$ cat config.mk
export PLATFORM = sky130hd
export DESIGN_NAME = fifo_block_accumulator
export DESIGN_NICKNAME = d
export VERILOG_FILES = /design/src/rtl/fifo_block_accumulator.sv
export SDC_FILE = /design/constraint.sdc
export NUM_CORES = 1
export LEC_CHECK = 0
export ABC_CLOCK_PERIOD_IN_PS = 3400
export CORE_MARGIN = 3
export CORE_UTILIZATION = 45
export CTS_BUF_LIST = sky130_fd_sc_hd__clkbuf_16
export DETAILED_ROUTE_END_ITERATION = 8
export MAX_ROUTING_LAYER = met4
export PLACE_DENSITY = 0.78
export SETUP_SLACK_MARGIN = 0.05
export SYNTH_ARGS = -nofsm -noshare
export SYNTH_HDL_FRONTEND = slang
export SYNTH_SLANG_ARGS = --single-unit
$ cat constraint.sdc
create_clock -name wb_clk -period 3.4 [get_ports wb_clk]
set_input_delay 0.51 -clock wb_clk [delete_from_list [all_inputs] [get_ports wb_clk]]
set_output_delay 0.51 -clock wb_clk [all_outputs]
set_load 0.1 [all_outputs]
$ cat src/rtl/fifo_block_accumulator.sv
// Pops samples from an upstream FIFO and sums each group of BLOCK_LEN of them,
// presenting every completed block sum on a valid/ready output.
module fifo_block_accumulator #(
    parameter int DW        = 32,
    parameter int BLOCK_LEN = 16,
    parameter int SIGNED    = 1,
    localparam int SW       = DW + $clog2(BLOCK_LEN),
    localparam int CW       = $clog2(BLOCK_LEN) + 1
) (
    input  logic          wb_clk,
    input  logic          wb_rst,
    input  logic          enable,
    input  logic          clear,
    input  logic          fifo_empty,
    input  logic [DW-1:0] fifo_data,
    output logic          fifo_pop,
    output logic [SW-1:0] sum_data,
    output logic          sum_valid,
    input  logic          sum_ready,
    output logic [CW-1:0] sample_count,
    output logic          busy
);

    typedef enum logic [1:0] {IDLE, FETCH, SETTLE, EMIT} state_t;

    state_t        state;
    logic [SW-1:0] acc;
    logic [CW-1:0] count;
    logic [SW-1:0] sample_ext;

    always_comb begin
        sample_ext = '0;
        if (SIGNED != 0) sample_ext = SW'($signed(fifo_data));
        else             sample_ext = SW'(fifo_data);
    end

    // Pop is combinational so the FIFO advances on the same edge that captures the head word.
    assign fifo_pop     = (state == FETCH) && enable && !fifo_empty && !clear;
    assign busy         = (state != IDLE);
    assign sample_count = count;

    always_ff @(posedge wb_clk or negedge wb_rst) begin
        if (!wb_rst) begin
            state     <= IDLE;
            acc       <= '0;
            count     <= '0;
            sum_data  <= '0;
            sum_valid <= 1'b0;
        end else if (clear) begin
            state     <= IDLE;
            acc       <= '0;
            count     <= '0;
            sum_data  <= '0;
            sum_valid <= 1'b0;
        end else begin
            case (state)
                IDLE: begin
                    if (enable) state <= FETCH;
                end
                FETCH: begin
                    if (!enable) begin
                        state <= IDLE;
                    end else if (!fifo_empty) begin
                        acc   <= acc + sample_ext;
                        count <= count + CW'(1);
                        state <= SETTLE;
                    end
                end
                // Dead cycle lets the FIFO pointer and empty flag catch up with the pop.
                SETTLE: begin
                    if (count == CW'(BLOCK_LEN)) begin
                        sum_data  <= acc;
                        sum_valid <= 1'b1;
                        state     <= EMIT;
                    end else begin
                        state <= FETCH;
                    end
                end
                EMIT: begin
                    if (sum_ready) begin
                        sum_valid <= 1'b0;
                        acc       <= '0;
                        count     <= '0;
                        state     <= enable ? FETCH : IDLE;
                    end
                end
                default: state <= IDLE;
            endcase
        end
    end

endmodule

Yosys cells after proc, flatten, opt, wreduce, memory -nomap -nowiden:

Cells that the tools add are included.

* reductions and logical operators: 15
* multiply operators: 0
* shift-type cells: 0
* add/sub/neg operators: 2
* bitwise logic cells: 0
* order comparisons: 0
* divide/modulo/power cells: 0
* eq/ne operators: 10
* multiplexer cells: 25

Operators with widths (number)
* 36-bit 2-to-1 mux: 7
* 36-bit case mux with 2 select lines: 1
* 36-bit adder: 1
* 5-bit 2-to-1 mux: 4
* 3-bit inequality test (second input constant): 5
* 2-bit 2-to-1 mux: 6
* 5-bit case mux with 2 select lines: 1
* 2-bit case mux with 4 select lines: 1
* 3-bit AND reduction: 2
* 2-bit nonzero test: 3
* 3-bit nonzero test: 2
* 5-bit by 1-bit adder with 5-bit output (second input constant): 1
* 5-bit == test (second input constant): 1
* 2-bit == test (second input constant): 2
* 1-bit 2-to-1 mux: 4
* 4-bit inequality test (second input constant): 1
* 4-bit AND reduction: 1
* 1-bit logical AND: 3
* 2-bit by 1-bit == test with 1-bit output (second input constant): 1
* 1-bit zero test: 2
* 2-bit zero test: 1
* 1-bit case mux with 2 select lines: 1
* 2-bit AND reduction: 1

* memories kept: 0
* register bits after elaboration: 80
* logic and storage cells: 57
* bits of input ports: 38
* bits in latches: 0
* ROM bits: 0
* RAM bits: 0
* output and inout port bits: 44

Depth between registers and ports, before layout:

Gate-level depths: netlist of run 1.

* word-level depth: 5
* gate-level depth with buffers: 11
* depth with buffers taken out: 11

Worst setup path after synthesis of run 1:

No wires, ideal clock.

* path kind: input -> register
* start point: input fifo_data[0]
* end point: register acc[20]
* arrival time: 2601 ps
* setup time: 134 ps
* slack: 665 ps
* required time: 3266 ps
* path buffers: 0
* stages on the path: 11
* cells stage by stage: ha_1 > fa_1 > a211oi_1 > o21ai_1 > a21oi_1 > a21oi_1 > nor2_1 > nor2_1 > a311o_1 > xnor2_1 > o21ai_0

* longest elaborated chain between the ends: 5

RTL lines
* start, declared: RTL line 15 `input logic [DW-1:0] fifo_data,`
* 36-bit adder: RTL line 64 `acc <= acc + sample_ext;`
* 36-bit 2-to-1 mux: RTL line 63 `end else if (!fifo_empty) begin`
* 36-bit 2-to-1 mux: RTL line 61 `if (!enable) begin`
* 36-bit case mux with 2 select lines: RTL line 56 `case (state)`
* 36-bit 2-to-1 mux: RTL line 49 `end else if (clear) begin`
* end signal, assigned: RTL line 64
* end, declared: RTL line 27 `logic [SW-1:0] acc;`

Every way passes these cells. The select of a mux whose other input is x is not followed.
A chain may end at the register's enable or synchronous reset.

Worst setup path in the final report of run 1:

* start point: input fifo_data[4]
* end point: register acc[35]

The elaborated chain is that of the path after synthesis.

==> flow_metrics.py, run 1 <==
metrics = {
    "run_status": {
        "outcome": "finished clean",
    },
    "clock_network": {
        "hold_buffers": 0,
        "tritoncts.num_buffers": 9,
        "postcts_resize_cnt": 0,
        "tritoncts": "built",
        "post-cts-setup-buffers": 0,
        "cts.sinks": 80,
        "worst_skew_pair.late_latency_ps": 340,
        "clk_path_buf_depth": 2,
        "cts.clk_slew.worst_paths_ps": 60,
        "root_buffer": "clkbuf_16",
        "h-tree-depth": 3,
    },
    "sta": {
        "grt_setup_unrepaired": "no",
        "fin_worst_skew_ps": 10.8,
        "relSlewSlack": 0.316,
        "top_achievable_clock_speed_ghz": 0.327,
        "worst_pin_slew_ps": 1030,
        "final-setup-viol-count": 0,
        "final-hold-violation-count": 0,
        "final_max_slew_viol_count": 0,
        "fin_crit_sh": 0.899,
        "final.min_clock_period_ps": 3060,
        "totalNegativeSetupSlack_ps": 0,
    },
    "pwr": {
        "power_leakage_uw": 0.00274,
        "irDropWorstVdd_mv": 0.198,
        "power.density_cell_area_nw_per_um2": 362,
        "fin_total_pwr_uw": 2300,
    },
    "placed_design": {
        "postPlaceCellArea_um2": 6070,
        "place.gp.congestion": 0.903,
        "detailed_place_hpwl_um": 9390,
        "port-buffer-count": 81,
    },
    "synthesis": {
        "ys_warn_count": 0,
        "synth_top_family_by_area": "compound AO/OA/AOI/OAI gates",
        "yosys_most_used_dff": "dfrtp_1",
        "syn-num-nets": 666,
        "synthDistinctLibCells": 67,
        "netlist_top_cells_area": "dfrtp_1 (39%), nand2_1 (9.8%), ha_1 (9.1%)",
        "synth_top_area_share": 0.393,
        "syn-instance-count": 590,
        "synth_compound_area_frac": 0.235,
        "post-synth-top-area-cell": "dfrtp_1",
        "netlist_area_um2": 5090,
        "synth_edf_count": 0,
        "seq_area_frac_synth": 0.393,
        "number_of_register_bits_inferred_by_synthesis": 80,
        "yosys-mux-area-fraction": 0.00393,
        "post_synth_xor_area_fraction": 0.0533,
        "synthSimpleGateAreaFrac": 0.192,
        "proportion_of_synthesized_flip_flops_having_asynchronous_set_or_reset": 1.00,
        "post_synth_fa_ha_maj_area_fraction": 0.0949,
        "synth_area_per_cell_um2": 8.63,
    },
    "route": {
        "num_vias": 4552,
        "vias_per_cell": 5.61,
        "drt_pre_antenna_iters": 4,
        "drt.antenna.violating_nets": 0,
        "drt_iter0_markers": 262,
        "drc": 0,
        "wire_per_inst_um": 16.3,
        "drt-total-wl_um": 13200,
    },
    "worst_setup_path": {
        "crit_path_top_delay_cell": "or4_1",
        "cp-end-kind": "flop",
        "timing.critical_path.to": "acc[35]",
        "r2r-start": "acc[4]",
        "critical_path_depth": 11,
        "cpPeakStageDelay_ps": 510,
        "crit_buf_inv": 1,
        "worst_ep_required_ps": 3680,
        "critical_path.startpoint_type": "primary input",
        "crit_fanout": 4,
        "timing.critical_path.arrival_ps": 3330,
        "reg2reg_slack_ps": 550,
        "worstSetupStartpoint": "fifo_data[4]",
        "crit_top_cell": "o21ai_2",
        "worstPathCellList": "clkdlybuf4s50_1, ha_1, and2_4, a221oi_2, a21oi_2, o21ai_2, o21ai_2, a21oi_1, nor4_1, or4_1, nand3_1",
        "reg2reg_to": "acc[35]",
        "worst_r2r_path_depth": 10,
        "timing.critical_path.max_delay_family": "compound AO/OA/AOI/OAI gates",
        "timing.setup.critical_path_class": "in -> reg",
    },
    "global_routing": {
        "grt_busiest_layer": "met2",
        "first_global_vias": 4675,
        "grt-ovfl-total": 0,
        "grt_pass1_wl_um": 22500,
        "largest_net_degree_at_the_start_of_global_routing": 81,
        "met1_use_gr": 0.288,
        "globalRouteMet3Util": 0.0415,
        "number_of_antenna_violations_at_the_first_check_in_global_routing": 0,
        "gr-usage-met2": 0.356,
        "gr-usage-all-layers": 0.223,
    },
    "final_layout": {
        "layout.core_utilization": 0.582,
        "diodes": 0,
        "syn2layout_area_growth_pct": 25.0,
        "final_net_count": 742,
        "drive_gt1_frac": 0.0715,
        "layout.cell_area.non_filler_um2": 6360,
    },
    "floorplanning": {
        "initial_core_utilization": 0.465,
        "dieArea_um2": 12600,
        "dieHeight_um": 112,
        "core_region_area_um2": 10900,
        "io-pin-count": 82,
        "rows": 38,
        "die_width_um": 112,
    },
    "min_path": {
        "class_of_the_most_critical_hold_timing_path": "in -> async",
    },
    "job": {
        "max-cap-violations": 0,
    },
}
-- cell families (layout without fill, tap and decap cells) --
group | after synthesis | in the layout
fa+ha+maj | 38 | 38
xor+xnor | 31 | 31
simple gates | 218 | 218
buf+inv | 36 | 117
flops | 80 | 80
compound gates | 185 | 185
mux | 2 | 2
-- flip-flops by register name, indices dropped and copies added, names as in the netlist --
register / count
acc: 36
sample_count: 5
state: 2
sum_data: 36
sum_valid: 1
-- cell usage after synthesis, types with 3 or more instances --
master / number
dfrtp_1: 80
clkbuf_1: 25
o21bai_1: 4
xor2_1: 15
a21oi_1: 69
o211ai_1: 4
nor3_1: 8
xnor2_1: 16
ha_1: 37
nor2_1: 28
a21o_1: 13
nand4_1: 5
o21ai_1: 4
o31ai_1: 5
nor2b_1: 8
inv_1: 8
nand2_1: 133
a211oi_1: 5
o21ai_2: 3
o21ai_0: 44
a22o_1: 6
nand3_1: 13
nand2b_1: 3
-- area by class of cell --
| class | instances | area (um2) |
|---|---|---|
| inverter | 9 | 33.8 |
| timing repair buffer | 92 | 898 |
| multi-input combinational | 474 | 2970 |
| clock inverter | 7 | 62.6 |
| tap | 140 | 175 |
| fill | 995 | 4570 |
| clock buffer | 9 | 225 |
| sequential | 80 | 2000 |
-- layer usage --
| metal | wire length (um) | part of all wire | vias up |
|---|---|---|---|
| met5 | 0 | 0 | - |
| met4 | 178 | 0.013 | 0 |
| met3 | 560 | 0.042 | 15 |
| met2 | 6400 | 0.48 | 110 |
| met1 | 6110 | 0.46 | 2178 |
| li1 | - | - | 2249 |
-- power by group --
part           switching (uW)  leakage [uW]  internal [uW]  total (uW)
logic                     218       0.00149            147         365
clock network             392      0.000138            561         952
registers                17.1       0.00111            969         986
-- worst reg2reg max path, delay by kind of cell, from the launching register on --
kind,cells,cell delay (ps)
AND/OR/NAND/NOR,4,900
AO/OA/AOI/OAI,5,1140
adder cells (fa/ha/maj),1,350
flip-flops,1,410
-- cells in the final DEF (no fill, tap or decap), types with 9 or more instances in the layout --
| cell | count |
|---|---|
| nor2_1 | 28 |
| a21o_1 | 13 |
| a21oi_1 | 68 |
| o21ai_0 | 44 |
| dfrtp_1 | 80 |
| ha_1 | 37 |
| nand3_1 | 13 |
| xnor2_1 | 16 |
| clkdlybuf4s50_1 | 78 |
| clkbuf_16 | 9 |
| nand2_1 | 133 |
| buf_4 | 13 |
| xor2_1 | 15 |
-- worst min-delay path by stage --
stage,startpoint,end,cells after the start
floorplan,wb_rst,acc[0],0
global placement,acc[18],acc[18],2
detailed placement,acc[24],acc[24],2
CTS,wb_rst,sum_data[18],1
global route,wb_rst,sum_data[21],1
finish,wb_rst,sum_data[21],1
-- per-stage QoR --
step                worst slack (ps)  hold slack, ps  instances
finish                           343             331        811
global route                     164             426        811
CTS                              329             391        811
detailed placement             -13.4             503        795
global placement                43.1             499        795
floorplan                        665             214        590
(Power assumes the default switching activity.)
==> inputs of run 2 (changes only) <==
--- a/config.mk
+++ b/config.mk
@@ -6,10 +6,10 @@
 export NUM_CORES = 1
 export LEC_CHECK = 0
 export ABC_CLOCK_PERIOD_IN_PS = 3400
-export CORE_MARGIN = 3
 export CORE_UTILIZATION = 45
 export CTS_BUF_LIST = sky130_fd_sc_hd__clkbuf_16
 export DETAILED_ROUTE_END_ITERATION = 8
+export GPL_TIMING_DRIVEN = 0
 export MAX_ROUTING_LAYER = met4
 export PLACE_DENSITY = 0.78
 export SETUP_SLACK_MARGIN = 0.05
==> run 2 against run 1 <==
Clock-buffer cell count unchanged. First-iteration DRC count increased by 6.9%. Critical endpoint is now fifo_pop. Highest routed layer unchanged. Setup slack worse by 220 ps. Cell area increased by 0.67%.
==> flow_metrics.py, run 2 (same netlist as run 1, synthesis figures left out) <==
metrics = {
    "clock_network": {
        "clk_path_buf_depth": 2,
        "root_buffer": "clkbuf_16",
        "cts.sinks": 80,
        "tritoncts": "built",
        "worst_skew_pair.late_latency_ps": 340,
        "tritoncts.num_buffers": 9,
        "cts.clk_slew.worst_paths_ps": 60,
        "h-tree-depth": 3,
    },
    "placed_design": {
        "port-buffer-count": 80,
        "detailed_place_hpwl_um": 9820,
        "place.gp.congestion": 0.946,
    },
    "sta": {
        "final-hold-violation-count": 0,
        "fin_worst_skew_ps": 8.08,
        "relSlewSlack": 0.337,
        "worst_pin_slew_ps": 991,
        "final_max_slew_viol_count": 0,
        "final-setup-viol-count": 0,
        "top_achievable_clock_speed_ghz": 0.305,
        "final.min_clock_period_ps": 3280,
        "grt_setup_unrepaired": "no",
        "fin_crit_sh": 0.964,
        "totalNegativeSetupSlack_ps": 0,
    },
    "global_routing": {
        "grt_pass1_wl_um": 22200,
        "largest_net_degree_at_the_start_of_global_routing": 43,
        "number_of_antenna_violations_at_the_first_check_in_global_routing": 0,
        "gr-usage-all-layers": 0.249,
        "first_global_vias": 4563,
        "grt-ovfl-total": 0,
    },
    "route": {
        "drc": 0,
        "dr.max_layer_used": "met4",
        "route.layer.met1.wl_um": 6200,
        "drt.antenna.violating_nets": 0,
        "vias_per_cell": 5.66,
        "drt_iter0_markers": 280,
        "num_vias": 4680,
        "route.met3.wl_um": 726,
        "route.met2.wl_um": 6270,
        "drt-total-wl_um": 13500,
        "drt_pre_antenna_iters": 5,
        "wire_per_inst_um": 16.3,
    },
    "worst_setup_path": {
        "critical_path.startpoint_type": "primary input",
        "worstPathCellList": "clkdlybuf4s50_1, nand2_1, or3_1, clkbuf_1, inv_2, dlygate4sd2_1",
        "timing.critical_path.arrival_ps": 2770,
        "worst_ep_required_ps": 2890,
        "cp-end-kind": "output pin",
        "timing.setup.critical_path_class": "in -> out",
        "crit_path_top_delay_cell": "dlygate4sd2_1",
        "crit_fanout": 10,
        "crit_buf_inv": 4,
        "cpPeakStageDelay_ps": 890,
        "timing.critical_path.max_delay_family": "buffers and inverters",
    },
    "run_status": {
        "outcome": "finished clean",
    },
    "floorplanning": {
        "dieArea_um2": 11700,
        "core_region_area_um2": 10900,
        "rows": 38,
        "initial_core_utilization": 0.465,
        "io-pin-count": 82,
        "die_width_um": 108,
        "dieHeight_um": 108,
    },
    "final_layout": {
        "drive_gt1_frac": 0.0553,
        "layout_common_cells": "nand2_1 (133), dfrtp_1 (80), clkdlybuf4s50_1 (78), a21oi_1 (69), o21ai_0 (44)",
        "diodes": 0,
        "syn2layout_area_growth_pct": 25.9,
        "layout.core_utilization": 0.586,
        "final_net_count": 758,
        "layout.cells.most_common": "nand2_1",
    },
    "job": {
        "max-cap-violations": 0,
    },
    "pwr": {
        "power_leakage_uw": 0.00275,
        "fin_total_pwr_uw": 2390,
        "power.density_cell_area_nw_per_um2": 373,
        "irDropWorstVdd_mv": 0.226,
    },
    "min_path": {
        "class_of_the_most_critical_hold_timing_path": "in -> async",
    },
}
-- run 2: final cells by class --
| type | count | area (um2) |
|---|---|---|
| repair buffers | 81 | 825 |
| inverters | 9 | 33.8 |
| plain buffers | 27 | 103 |
| multi-input cells | 474 | 2960 |
| flip-flops and latches | 80 | 2000 |
| clock inverters | 7 | 87.6 |
| well taps | 140 | 175 |
| fillers | 990 | 4530 |
| clock buffers | 9 | 225 |
-- run 2: path summary, 6_finish.rpt --
path	end	startpoint	slack, ps	cells past startpoint
max in group asynchronous	sum_data[9]	wb_rst	2650	2
min in group wb_clk	acc[8]	acc[8]	510	2
worst min-delay path	acc[25]	wb_rst	140	1
worst max register to register	acc[20]	acc[0]	460	11
worst max-delay path	fifo_pop	enable	120	6
worst min register to register	acc[8]	acc[8]	510	2
-- run 2: power by group --
| part | leakage (uW) | total, uW | switching (uW) | internal [uW] |
|---|---|---|---|---|
| Combinational | 0.00148 | 364 | 218 | 145 |
| Sequential | 0.00111 | 986 | 17.3 | 969 |
| Clock | 0.000160 | 1040 | 401 | 638 |
-- run 2: layer usage --
layer | global-route usage | up-vias
met3 | 0.0338 | 22
li1 | - | 2278
met4 | 0.0801 | 0
met5 | - | -
met2 | 0.389 | 147
met1 | 0.335 | 2233
-- run 2: timing repair --
| item | CTS | global route |
|---|---|---|
| endpoints found under the hold margin | 0 | 0 |
| resized for setup | 1 | 1 |
| hold buffers | 0 | 0 |
| endpoints found under the setup margin | 1 | 5 |
| pin swaps | 0 | 0 |
| buffers inserted | 0 | 0 |
-- run 2: per-stage QoR --
| stage | worst slack, ps | hold slack [ps] | std cells | area [um2] |
|---|---|---|---|---|
| after floorplan | 665 | 214 | 590 | 5090 |
| after global placement | -1040 | 498 | 810 | 6070 |
| after detailed placement | -146 | 501 | 811 | 6090 |
| after CTS | 132 | 158 | 827 | 6400 |
| after global routing | 21.2 | 179 | 827 | 6410 |
| final | 121 | 141 | 827 | 6410 |
==> inputs of run 3 (changes only) <==
--- a/config.mk
+++ b/config.mk
@@ -9,6 +9,7 @@
 export CORE_UTILIZATION = 45
 export CTS_BUF_LIST = sky130_fd_sc_hd__clkbuf_16
 export DETAILED_ROUTE_END_ITERATION = 8
+export GPL_ROUTABILITY_DRIVEN = 0
 export GPL_TIMING_DRIVEN = 0
 export MAX_ROUTING_LAYER = met4
 export PLACE_DENSITY = 0.78
==> run 3 against run 2 <==
Largest cell class unchanged. First-iteration DRC count fell by 18%. Final cell count did not move. Register-to-register slack got worse by 80 ps. Critical path depth rose by 6. Largest power group is now registers. Cell area fell by 0.39%. Highest routed layer unchanged. Total power fell by 3.3%.
==> flow_metrics.py, run 3 (same netlist as run 1, synthesis figures left out) <==
metrics = {
    "run_status": {
        "outcome": "finished clean",
    },
    "pwr": {
        "internal-power_uw": 1620,
        "reported_net_switching_power_uw": 687,
        "power_leakage_uw": 0.00272,
        "power.density_cell_area_nw_per_um2": 362,
        "power.sequential.fraction": 0.426,
        "irDropWorstVdd_mv": 0.294,
        "combinationalPowerShare": 0.159,
        "power.clock.fraction": 0.415,
        "netSwitchingFraction": 0.298,
    },
    "placed_design": {
        "postPlaceCellArea_um2": 6090,
        "placement.setup.worst_slack_ps": -157,
        "detailed_place_hpwl_um": 9780,
        "port-buffer-count": 80,
    },
    "sta": {
        "worst_pin_slew_ps": 983,
        "fin_crit_sh": 0.956,
        "post-route-worst-setup-slack_ps": 151,
        "final-hold-violation-count": 0,
        "fin_worst_skew_ps": 6.48,
        "top_achievable_clock_speed_ghz": 0.308,
        "final_max_slew_viol_count": 0,
        "final.min_clock_period_ps": 3250,
        "relSlewSlack": 0.342,
        "grt_setup_unrepaired": "no",
        "final-setup-viol-count": 0,
    },
    "final_layout": {
        "diodes": 0,
        "layout.cells.most_common": "nand2_1",
        "drive_gt1_frac": 0.0568,
        "layout.cell_area.non_filler_um2": 6380,
        "layout_common_cells": "nand2_1 (133), dfrtp_1 (80), clkdlybuf4s50_1 (78), a21oi_1 (69), o21ai_0 (44)",
        "final_net_count": 758,
        "syn2layout_area_growth_pct": 25.4,
    },
    "route": {
        "drc": 0,
        "vias_per_cell": 5.71,
        "drt.antenna.violating_nets": 0,
        "drt-total-wl_um": 13300,
        "num_vias": 4726,
        "drt_pre_antenna_iters": 6,
        "wire_per_inst_um": 16.1,
        "drt_iter0_markers": 231,
    },
    "worst_setup_path": {
        "reg2reg_slack_ps": 380,
        "worst_ep_required_ps": 3610,
        "timing.critical_path.arrival_ps": 3460,
        "critical_path.startpoint_type": "primary input",
        "cp-end-kind": "flop",
        "timing.setup.critical_path_class": "in -> reg",
        "crit_fanout": 3,
    },
    "global_routing": {
        "grt-ovfl-total": 0,
        "gr-usage-all-layers": 0.246,
        "grt_pass1_wl_um": 22000,
        "number_of_antenna_violations_at_the_first_check_in_global_routing": 0,
        "largest_net_degree_at_the_start_of_global_routing": 43,
        "first_global_vias": 4599,
    },
    "clock_network": {
        "cts.sinks": 80,
        "tritoncts.num_buffers": 9,
        "worst_skew_pair.late_latency_ps": 340,
        "cts.clk_slew.worst_paths_ps": 70,
        "tritoncts": "built",
        "h-tree-depth": 3,
        "root_buffer": "clkbuf_16",
        "clk_path_buf_depth": 2,
    },
    "floorplanning": {
        "die_width_um": 108,
        "dieArea_um2": 11700,
        "io-pin-count": 82,
        "rows": 38,
        "dieHeight_um": 108,
        "initial_core_utilization": 0.465,
        "core_region_area_um2": 10900,
    },
    "min_path": {
        "class_of_the_most_critical_hold_timing_path": "in -> async",
    },
    "job": {
        "max-cap-violations": 0,
    },
}
==> run 3: changes by cell type in the layout (fill, tap and decap cells not counted), sizes merged <==
cell	before	now
bufinv	2	0
clkinv	4	2
clkinvlp	0	2
inv	10	12
clkdlybuf4s15	0	1
dlygate4sd2	1	0
==> run 3: path summary, 6_finish.rpt <==
kind / end / depth (start not counted) / from
setup / recovery: acc[20] / 12 / fifo_data[0]
hold / removal: sum_data[22] / 1 / wb_rst
setup reg to reg: acc[20] / 11 / acc[0]
hold reg to reg: acc[15] / 2 / acc[15]
max in group asynchronous: acc[16] / 2 / wb_rst
min in group wb_clk: acc[15] / 2 / acc[15]
==> run 3: layout make-up <==
type	count	area (um2)
fillers	981	4550
multi-input cells	474	2960
flip-flops and latches	80	2000
repair buffers	81	826
clock buffers	9	225
well taps	140	175
plain buffers	27	103
clock inverters	7	61.3
inverters	9	33.8
==> run 3: stage by stage <==
stage          setup TNS (ps)  utilization  cells  total power [uW]  hold slack [ps]
6_report                    0        0.584    827              2310              143
4_1_cts                     0        0.583    827              2310              157
3_3_place_gp           -82070        0.555    810              1350              498
5_1_grt                     0        0.584    827              2390              181
2_1_floorplan               0            -    590              1230              214
3_5_place_dp             -633        0.557    811              1360              505
==> run 3: repair_timing <==
item                                    4_1_cts  5_1_grt
endpoints found under the setup margin        1        6
hold buffers                                  0        0
gates resized for setup                       1        2
setup buffers                                 0        0
==> run 3: worst max-delay path, cell delays in order <==
cell	delay [ps]
clkdlybuf4s50_1	430
ha_1	240
fa_1	450
a211oi_2	280
o21ai_1	140
a21oi_1	260
a21oi_1	170
nor2_1	270
nor2_1	100
a311o_1	370
xnor2_1	140
o21ai_0	90
==> run 3: power groups by stage <==
stage                     clock [uW]  sequential, uW  combinational [uW]
after floorplan                    0            1010                 216
after global placement             0            1000                 345
after detailed placement           0            1000                 359
after CTS                        965             984                 364
after global routing            1010             987                 402
final                            958             985                 367
==> run 3: per-layer routing <==
| layer | vias up | track usage | wire [um] |
|---|---|---|---|
| li1 | 2284 | - | - |
| met1 | 2254 | 0.317 | 6030 |
| met2 | 167 | 0.399 | 6410 |
| met3 | 21 | 0.0410 | 701 |
| met4 | 0 | 0.0734 | 198 |
| met5 | - | - | 0 |
